**config.mk**
```make
export PLATFORM = sky130hd
export DESIGN_NAME = uart_tx_frame
export DESIGN_NICKNAME = d
export VERILOG_FILES = /design/src/rtl/uart_pkg.sv /design/src/rtl/uart_baud_tick.sv /design/src/rtl/uart_tx_frame.sv
export SDC_FILE = /design/constraint.sdc
export NUM_CORES = 1
export LEC_CHECK = 0
export ABC_AREA = 0
export BUFFER_PORTS_ARGS = -buffer_cell sky130_fd_sc_hd__buf_4
export CELL_PAD_IN_SITES_DETAIL_PLACEMENT = 0
export CELL_PAD_IN_SITES_GLOBAL_PLACEMENT = 2
export CORE_MARGIN = 2
export CORE_UTILIZATION = 42
export DETAILED_ROUTE_END_ITERATION = 8
export PLACE_DENSITY_LB_ADDON = 0.1
export RECOVER_POWER = 25
export SKIP_LAST_GASP = 1
export SLEW_MARGIN = 20
export SYNTH_ARGS = -nofsm -noshare
export SYNTH_HDL_FRONTEND = slang
export SYNTH_HIERARCHICAL = 1
export SYNTH_SLANG_ARGS = --single-unit
```
**constraint.sdc**
```tcl
create_clock -name clk -period 6.7 [get_ports clk]
set_clock_uncertainty 0.05 [all_clocks]
set_input_delay 0.67 -clock clk [delete_from_list [all_inputs] [get_ports clk]]
set_output_delay 0.67 -clock clk [all_outputs]
set_load 0.03 [all_outputs]
```
**src/rtl/uart_pkg.sv**
```systemverilog
// Shared UART definitions: line-state encodings used by both TX and RX, and default framing constants.
package uart_pkg;

   localparam int UART_BAUD_DIV = 434;   // 50 MHz / 115200
   localparam int UART_DATA_W   = 8;

   typedef enum logic [1:0] {
      IDLE  = 2'd0,
      START = 2'd1,
      DATA  = 2'd2,
      STOP  = 2'd3
   } uart_state_e;

   function automatic int uart_frame_clks(input int baud_div, input int stop_bits);
      return (1 + UART_DATA_W + stop_bits) * baud_div;
   endfunction

endpackage

```
**src/rtl/uart_baud_tick.sv**
```systemverilog
// Bit-period counter: one-cycle tick on the last clock of every bit period while enabled.
// Held at zero when disabled; a synchronous clear restarts the period for a new frame.
module uart_baud_tick #(
   parameter int BAUD_DIV = 434
) (
   input  logic clk,
   input  logic n_rst,
   input  logic clr_i,
   input  logic en_i,
   output logic tick_o
);

   localparam int            CW   = (BAUD_DIV > 1) ? $clog2(BAUD_DIV) : 1;
   localparam logic [CW-1:0] LAST = CW'(BAUD_DIV - 1);

   logic [CW-1:0] cnt_q, cnt_d;

   always_comb begin
      cnt_d = cnt_q;
      if (clr_i || !en_i) begin
         cnt_d = '0;
      end else if (cnt_q == LAST) begin
         cnt_d = '0;
      end else begin
         cnt_d = cnt_q + CW'(1);
      end
   end

   always_ff @(posedge clk or negedge n_rst) begin
      if (!n_rst) begin
         cnt_q <= '0;
      end else begin
         cnt_q <= cnt_d;
      end
   end

   // The tick must not depend on clr_i: the clear is itself derived from the tick at frame end.
   assign tick_o = en_i && (cnt_q == LAST);

endmodule

```
**src/rtl/uart_tx_frame.sv**
```systemverilog
// UART transmitter, 8N1/8N2, LSB first, with a one-entry holding register so the core can
// queue the next byte while a frame is on the wire; back-to-back frames have no idle gap.
module uart_tx_frame
   import uart_pkg::*;
#(
   parameter int BAUD_DIV  = UART_BAUD_DIV,
   parameter int STOP_BITS = 1
) (
   input  logic                   clk,
   input  logic                   n_rst,
   input  logic [UART_DATA_W-1:0] tx_data,
   input  logic                   tx_valid,
   output logic                   tx_ready,
   output logic                   txd,
   output logic                   tx_busy,
   output logic                   tx_done
);

   uart_state_e            state_q, state_d;
   logic [UART_DATA_W-1:0] shift_q, shift_d;
   logic [UART_DATA_W-1:0] hold_q, hold_d;
   logic                   hold_full_q, hold_full_d;
   logic [2:0]             bit_cnt_q, bit_cnt_d;
   logic                   stop_cnt_q, stop_cnt_d;
   logic                   txd_q, txd_d;

   logic tick;
   logic accept;
   logic stop_end;
   logic load;

   uart_baud_tick #(
      .BAUD_DIV (BAUD_DIV)
   ) u_baud (
      .clk    (clk),
      .n_rst  (n_rst),
      .clr_i  (load),
      .en_i   (state_q != IDLE),
      .tick_o (tick)
   );

   assign accept   = tx_valid && !hold_full_q;
   assign stop_end = (state_q == STOP) && tick && (stop_cnt_q == 1'(STOP_BITS - 1));
   assign load     = hold_full_q && ((state_q == IDLE) || stop_end);

   // A byte arriving in the same cycle as a load refills the register just vacated.
   always_comb begin
      hold_d      = hold_q;
      hold_full_d = hold_full_q;
      if (load) begin
         hold_full_d = 1'b0;
      end
      if (accept) begin
         hold_d      = tx_data;
         hold_full_d = 1'b1;
      end
   end

   always_comb begin
      state_d    = state_q;
      shift_d    = shift_q;
      bit_cnt_d  = bit_cnt_q;
      stop_cnt_d = stop_cnt_q;
      txd_d      = txd_q;
      case (state_q)
         IDLE: begin
            txd_d = 1'b1;
            if (load) begin
               state_d    = START;
               shift_d    = hold_q;
               bit_cnt_d  = 3'd0;
               stop_cnt_d = 1'b0;
               txd_d      = 1'b0;
            end
         end
         START: begin
            if (tick) begin
               state_d = DATA;
               txd_d   = shift_q[0];
            end
         end
         DATA: begin
            if (tick) begin
               if (bit_cnt_q == 3'd7) begin
                  state_d    = STOP;
                  stop_cnt_d = 1'b0;
                  txd_d      = 1'b1;
               end else begin
                  shift_d   = {1'b0, shift_q[UART_DATA_W-1:1]};
                  txd_d     = shift_q[1];
                  bit_cnt_d = bit_cnt_q + 3'd1;
               end
            end
         end
         STOP: begin
            if (stop_end) begin
               if (load) begin
                  state_d    = START;
                  shift_d    = hold_q;
                  bit_cnt_d  = 3'd0;
                  stop_cnt_d = 1'b0;
                  txd_d      = 1'b0;
               end else begin
                  state_d = IDLE;
                  txd_d   = 1'b1;
               end
            end else if (tick) begin
               stop_cnt_d = stop_cnt_q + 1'b1;
            end
         end
         default: begin
            state_d = IDLE;
            txd_d   = 1'b1;
         end
      endcase
   end

   always_ff @(posedge clk or negedge n_rst) begin
      if (!n_rst) begin
         state_q     <= IDLE;
         shift_q     <= '0;
         hold_q      <= '0;
         hold_full_q <= 1'b0;
         bit_cnt_q   <= 3'd0;
         stop_cnt_q  <= 1'b0;
         txd_q       <= 1'b1;
      end else begin
         state_q     <= state_d;
         shift_q     <= shift_d;
         hold_q      <= hold_d;
         hold_full_q <= hold_full_d;
         bit_cnt_q   <= bit_cnt_d;
         stop_cnt_q  <= stop_cnt_d;
         txd_q       <= txd_d;
      end
   end

   assign tx_ready = !hold_full_q;
   assign txd      = txd_q;
   assign tx_busy  = (state_q != IDLE);
   assign tx_done  = stop_end;

endmodule

```
# After elaboration in Yosys (flattened, before gate mapping)
# Cells that the tools add are included.
# word_totals
reg_bits,33
latch_bits,0
mem_bits_rw,0
rom_bits,0
word_cells,74
n_memories,0
# classes
n_addsub,3
mul,0
div_mod_pow,0
magnitude_cmp,0
eq_ne,12
n_shift,0
mux,33
n_bitwise,1
n_reduce_logical,17
# ops
operator,n
two-way mux 8 bit,4
case mux 8 bit (3 select lines),1
two-way mux 9 bit,2
two-way mux 1 bit,13
two-way mux 3 bit,4
two-way mux 2 bit,5
!= test 2 bit (second input constant),5
adder 9 x 1 -> 9 bit (second input constant),1
== test 9 bit (second input constant),1
case mux 3 bit (3 select lines),1
case mux 2 bit (4 select lines),1
AND reduction 4 bit,2
logical AND 1 bit,5
AND reduction 5 bit,1
== test 2 bit (second input constant),2
case mux 1 bit (4 select lines),1
nonzero test 2 bit,2
adder 3 x 1 -> 3 bit (second input constant),1
== test 3 bit (second input constant),1
!= test 3 bit (second input constant),1
case mux 1 bit (3 select lines),1
AND reduction 3 bit,1
nonzero test 3 bit,1
== test 2 x 1 -> 1 bit (second input constant),1
other kinds (6),8

# Logic depth before layout (Yosys ltp)
# Gate-level depths: netlist of run 1.
# depth
depth_word,9
ltp_mapped,11
ltp_nobuf,11

# Hierarchy
# Netlist of run 1, hierarchy kept.
# modules_own_cells
module,instances,cells_each,area_each_um2,seq_area_each_um2
uart_tx_frame,1,103,1241.2,601.8
uart_baud_tick,1,50,499.2,225.2

# Worst setup path before layout of run 1
# Ideal clock, no wire load.
# synth_timing
path_kind,register to output
from,register state_q[0]
to,output tx_done
t_arrival_ns,2.399
t_required_ns,5.980
path_slack_ns,3.581
stages_incl_launch_ff,7
path_buffers,0
path_cell_list,dfrtp_1 inv_1 ha_1 inv_1 inv_1 nor4_1 and3b_2
# synth_between
elab_chain_len,4
# synth_rtl
item,line,text
"start, declared",uart_tx_frame.sv:19,"uart_state_e state_q, state_d;"
"start signal, assigned",uart_tx_frame.sv:128,state_q <= state_d;
nonzero test 2 bit,--,
named net tx_busy,uart_tx_frame.sv:15,"output logic tx_busy,"
logical AND 1 bit,uart_baud_tick.sv:38,assign tick_o = en_i && (cnt_q == LAST);
named net tick,uart_tx_frame.sv:27,logic tick;
logical AND 1 bit (2 in series),uart_tx_frame.sv:43,assign stop_end = (state_q == STOP) && tick && (stop_cnt_q == 1'(STOP_BITS - 1));
"end, declared",uart_tx_frame.sv:16,output logic tx_done
# The timed path passes the listed nets, and every way through them passes these cells.

# Final worst setup path of run 1
# layout_timing
from,register state_q[0]
to,output tx_done
# layout_between
elab_chain_len,4
# layout_rtl
item,line,text
nonzero test 2 bit,uart_tx_frame.sv:38,".en_i (state_q != IDLE),"
logical AND 1 bit,uart_baud_tick.sv:38,
named net tick,uart_tx_frame.sv:27,
logical AND 1 bit (2 in series),uart_tx_frame.sv:43,
# The timed path passes the listed nets, and every way through them passes these cells.

==> results of run 1 <==
layer usage:
metal / up-vias / global-route usage (%)
li1: 600 / -
met1: 634 / 22.92
met2: 17 / 27.31
met3: 4 / 4.934
met4: 0 / 6.000
met5: - / 0
synthesized netlist by cell type, types with 2 or more instances:
library cell	count	area, µm²
dfrtp_1	32	800.8
nand3_1	4	20.02
a31oi_1	5	31.28
inv_1	13	48.80
nand2_1	10	37.54
mux2_2	7	78.83
o21ai_0	6	30.03
a2bb2oi_1	2	17.52
ha_1	10	125.1
xor2_1	2	17.52
nor2_1	9	33.78
or3_1	2	12.51
a22o_1	2	17.52
a21oi_1	5	25.02
o221a_2	7	78.83
o211ai_1	2	15.01
nand2b_1	7	43.79
power by group:
part | switching, mW | internal (mW) | total, mW
clock network | 0.0694 | 0.0719 | 0.141
registers | 0.0505 | 0.269 | 0.320
logic | 0.203 | 0.167 | 0.370
worst max path at each step:
stage               start  endpoint  slack (ns)  cells after the start
4_1_cts        state_q[0]   tx_done        3.00                      7
3_5_place_dp   state_q[0]   tx_done        3.33                      7
5_1_grt        state_q[0]   tx_done        3.24                      7
2_1_floorplan  state_q[0]   tx_done        3.58                      6
6_report       state_q[0]   tx_done        3.39                      7
3_3_place_gp   state_q[0]   tx_done        3.52                      7
flip-flops by register name, summed over array words and instances (netlist names):
name,count
u_baud/cnt_q,9
hold_q,8
shift_q,8
bit_cnt_q,3
state_q,2
hold_full_q,1
stop_cnt_q,1
txd,1
per-stage QoR:
| step | std cells | total power, mW | cell area [µm²] | hold WS (ns) |
|---|---|---|---|---|
| 2_1_floorplan | 153 | 0.5999 | 1740 | 0.3244 |
| 3_3_place_gp | 216 | 0.6867 | 1904 | 0.4136 |
| 3_5_place_dp | 216 | 0.6952 | 1904 | 0.4280 |
| 4_1_cts | 224 | 0.8420 | 1987 | 0.2836 |
| 5_1_grt | 224 | 0.8968 | 1989 | 0.4529 |
| 6_report | 224 | 0.8308 | 1989 | 0.4358 |
final cells by class:
class | instances | area, µm² | share of cell area [%]
multi-input cells | 105 | 863.3 | 43.40
clock buffers | 6 | 72.57 | 3.648
inverters | 14 | 52.55 | 2.642
flip-flops and latches | 33 | 827.0 | 41.57
repair buffers | 14 | 101.3 | 5.094
well taps | 50 | 62.56 | 3.145
clock inverters | 2 | 10.01 | 0.5031
kinds of logic (layout without fill, tap and decap cells):
group	count (synthesis)	count (layout)	synth area share (%)
AOI/OAI and AO/OA	41	41	21.57
xor gates and xnor gates	3	3	1.510
adders and majority gates	10	10	7.189
buffers and inverters	15	36	3.235
DFF	33	33	47.52
muxes	7	7	4.529
and+or+nand+nor	44	44	14.45
==> flow_summary.json, run 1 <==
{
  "crit_buf_inv": 4,
  "die-area_mm2": 0.004674,
  "timing.slew.headroom_pct": -20.88,
  "path_delay_family": "simple AND/OR/NAND/NOR gates",
  "ir_drop_mv": 0.1645,
  "cts-root-buf": "clkbuf_8",
  "cts_made_buffers": 5,
  "cts_buffer_depth": 2,
  "final_cell_mix": "dfrtp_1 (32), inv_1 (13), buf_4 (13)",
  "worst_slew_pin_slew_ns": 1.813,
  "die-height_um": 68.37,
  "drt-total-wl_mm": 3.376,
  "cts_hold_buf": 0,
  "crit_chain": "inv_1 -> ha_1 -> inv_1 -> inv_1 -> nor4_2 -> and3b_2 -> buf_4",
  "ys_seq_area_share_pct": 47.52,
  "synth_cell_type_count": 45,
  "rows": 23,
  "violations": "max-capacitance violations, max-slew violations",
  "crit_top_cell": "inv_1",
  "ff2ff_setup_slack_ns": 3.66,
  "finalNetCount": 194,
  "wire_per_inst_um": 15.07,
  "layout_commonest_cell": "dfrtp_1",
  "finalSetupViolations": 0,
  "viasPerCell": 5.603,
  "synth_edf_count": 0,
  "grt_pass1_vias": 1251,
  "fillCellCount": 390,
  "status": "complete, but fails checks",
  "cp.arrival_ns": 2.59,
  "yosysWarnings": 6,
  "clkTransAtPathRegs_ns": 0.07,
  "slew_violations": 34,
  "syn_area_mm2": 0.001740,
  "min_path_type": "register to register",
  "via_count": 1255,
  "io_pins": 15,
  "ant_nets": 0,
  "portBuffers": 14,
  "cp-start-kind": "register",
  "antenna_found_initial": 0,
  "syn_inst": 153,
  "cp.required_ns": 5.98,
  "whs_endpoint": "bit_cnt_q[0]",
  "synth_ff_type": "dfrtp_1",
  "async_flop_share_pct": 100.0,
  "final_util_pct": 49.73,
  "rsz0062_at_grt": "no",
  "leakage_nw": 0.8443,
  "critical_path_class": "register to output port",
  "start_util_pct": 43.51,
  "first_pass_iters": 4,
  "tns_ns": 0,
  "die_x_um": 68.37,
  "period_needed_ns": 3.311,
  "drc": 0,
  "post_cts_buffers": 0,
  "gp_congestion": 0.7638,
  "grt-ovfl-total": 0,
  "grt_pass1_wl_mm": 5.920,
  "drtIter0Drc": 50,
  "track_usage_pct": 17.37,
  "clock_latency_ns": 0.28,
  "max_stage_delay_ns": 0.70,
  "num_antenna_cells": 0,
  "ys_ff_latch": 33,
  "drive_gt1_share_pct": 28.74,
  "htreeDepth": 2,
  "dp_slack_ns": 3.333,
  "coreArea_mm2": 0.004000,
  "r2r.worst_path.cells": 9,
  "syn-mean-instance-area_um2": 11.38,
  "worst_r2r_startpoint": "state_q[0]",
  "period_share_pct": 49.42,
  "power_density_mw_per_mm2": 417.6,
  "crit_path_end_kind": "output port",
  "wl_met3_um": 105,
  "timing.fmax_ghz": 0.3020,
  "r2r-end": "shift_q[3]",
  "grt_max_degree": 34,
  "slowest_stage": "nor4_2",
  "finalHoldViolations": 0,
  "min_from": "bit_cnt_q[0]",
  "hold_depth": 1,
  "cts-resized-gates": 0,
  "critPathMaxFanout": 6,
  "syn2layout_area_growth_pct": 14.31,
  "hpwl_mm": 2.396,
  "timing.max_cap.violations": 1,
  "fin_ws_ns": 3.389,
  "synth_fp_nets": 174,
  "cts_tree": "built",
  "top_layer": "met4",
  "m1WireLength_mm": 1.664,
  "clkSinkCount": 33,
  "met2_length_mm": 1.574
}
Note: power is estimated with default switching activity, not from simulation.
==> run 2: changes to the inputs <==
Settings changed: CORE_UTILIZATION 42 to 35.
Clock period 6.7 ns to 2.9 ns, I/O delays scaled along.
==> run 2 against run 1 <==
  * The run still ends with max-capacitance violations, max-slew violations left
  * Worst setup slack got worse by 3.1 ns
  * Register-to-register slack got worse by 3.4 ns
  * Total power up 130%
  * Sequential power grew 130%
  * Critical path depth is 3 higher
  * Count of clock-buffer cells in the layout fell by 1
  * Hold slack lost 0.27 ns
  * Final cell count increased by 8.5%
  * Die area rose by 19%
  * Largest cell class unchanged
  * Largest power group unchanged
==> flow_summary.json, run 2 (synthesized netlist as in run 1, its figures left out) <==
{
  "layout_commonest_cell": "dfrtp_1",
  "htreeDepth": 2,
  "critical_path_class": "register to register",
  "post_dp_cell_area_mm2": 0.001939,
  "cts-resized-gates": 0,
  "hold_depth": 3,
  "timing.max_cap.violations": 1,
  "drt-total-wl_mm": 3.599,
  "ant_nets": 0,
  "grt-ovfl-total": 0,
  "post_cts_buffers": 0,
  "final_util_pct": 42.74,
  "drtIter0Drc": 30,
  "start_util_pct": 36.61,
  "worst-path-stages": 10,
  "coreArea_mm2": 0.004755,
  "cp.required_ns": 3.02,
  "crit_buf_inv": 4,
  "die-height_um": 74.52,
  "period_share_pct": 91.28,
  "viasPerCell": 5.099,
  "path_delay_family": "compound AO/OA/AOI/OAI gates",
  "cp.arrival_ns": 2.77,
  "finalNetCount": 196,
  "cp-start-kind": "register",
  "cts_made_buffers": 5,
  "regMostFlops": "u_baud/cnt_q",
  "violations": "max-capacitance violations, max-slew violations",
  "tns_ns": 0,
  "rows": 25,
  "via_count": 1239,
  "largestRegisters": "u_baud/cnt_q x9, hold_q x8, shift_q x8",
  "crit_path_end_kind": "register",
  "crit_top_cell": "inv_1",
  "worst_slew_pin_slew_ns": 1.801,
  "die-area_mm2": 0.005552,
  "finalPower_mw": 1.942,
  "num_antenna_cells": 0,
  "timing.slew.headroom_pct": -20.06,
  "critPathMaxFanout": 10,
  "fin_ws_ns": 0.2528,
  "grt_pass1_vias": 1211,
  "leakage_nw": 0.8530,
  "final_cell_mix": "dfrtp_1 (32), buf_4 (14), inv_1 (13)",
  "track_usage_pct": 15.00,
  "min_path_type": "primary input to register",
  "grt_pass1_wl_mm": 6.106,
  "ir_drop_mv": 0.3365,
  "die_x_um": 74.52,
  "timing.fmax_ghz": 0.3778,
  "wire_per_inst_um": 14.81,
  "slowest_stage": "a2111oi_4",
  "fillCellCount": 469,
  "drive_gt1_share_pct": 29.55,
  "finalHoldViolations": 0,
  "r2r.worst_path.cells": 10,
  "grt_max_degree": 34,
  "syn2layout_area_growth_pct": 16.75,
  "io_pins": 15,
  "crit_chain": "inv_1 -> ha_1 -> inv_1 -> inv_1 -> nor4_2 -> buf_4 -> nand2b_2 -> a2111oi_4 -> nand2b_1 -> o221a_2",
  "clkSinkCount": 33,
  "max_stage_delay_ns": 0.55,
  "clkTransAtPathRegs_ns": 0.07,
  "hpwl_mm": 2.598,
  "antenna_found_initial": 0,
  "cts_buffer_depth": 2,
  "rsz0062_at_grt": "no",
  "power_density_mw_per_mm2": 955.6,
  "period_needed_ns": 2.647,
  "first_pass_iters": 4,
  "slew_violations": 34,
  "cts-root-buf": "clkbuf_8",
  "gp_congestion": 0.8359,
  "portBuffers": 14,
  "finalSetupViolations": 0,
  "drc": 0,
  "final_area_mm2": 0.002032,
  "dp_slack_ns": 0.1764,
  "largest_reg_flops": 9,
  "cts_tree": "built",
  "clock_latency_ns": 0.28,
  "status": "complete, but fails checks"
}
run 2: through the flow:
stage | instances | hold WS (ns)
global placement | 234 | 0.2062
floorplan | 153 | -0.05559
detailed placement | 234 | 0.2120
finish | 243 | 0.1698
global route | 243 | 0.1693
CTS | 243 | 0.1516
run 2: repair_timing:
item                                    CTS  global route
endpoints found under the setup margin    0             2
endpoints found under the hold margin    32             0
hold buffers                              1             0
run 2: layout make-up:
cell class | instances | area [µm²] | share of cell area (%)
clock buffer | 5 | 68.82 | 3.387
timing repair buffer | 16 | 118.9 | 5.850
tap | 67 | 83.83 | 4.126
inverter | 14 | 52.55 | 2.586
clock inverter | 3 | 17.52 | 0.8621
multi-input combinational | 105 | 863.3 | 42.49
sequential | 33 | 827.0 | 40.70
run 2: metal layers:
layer	GRT usage, %	vias to the layer above	routed length, µm
li1	-	602	-
met1	21.65	598	1749
met2	21.04	26	1628
met3	4.336	13	119
met4	6.151	0	102
met5	0	-	0
run 2: power by group:
group          leakage (nW)  internal [mW]  switching, mW
sequential            0.404          0.622          0.115
clock                0.0439          0.165          0.169
combinational         0.405          0.388          0.483
total                 0.853           1.18          0.767
run 2: path summary, 6_finish.rpt:
check	from	to	slack, ns
worst max-delay path	state_q[0]	shift_q[5]	0.25
worst min-delay path	tx_data[7]	hold_q[7]	0.17
worst max register to register	state_q[0]	shift_q[5]	0.25
worst min register to register	bit_cnt_q[0]	bit_cnt_q[0]	0.43
max in group asynchronous	n_rst	shift_q[0]	0.78
min in group asynchronous	n_rst	u_baud/cnt_q[4]	0.99
run 2: worst reg2reg max path, delay by kind of cell (launching register included):
kind | cells | cell delay (ns)
AOI/OAI and AO/OA | 2 | 0.71
buffers and inverters | 4 | 0.58
and+or+nand+nor | 3 | 0.51
DFF | 1 | 0.42
adders and majority gates | 1 | 0.27
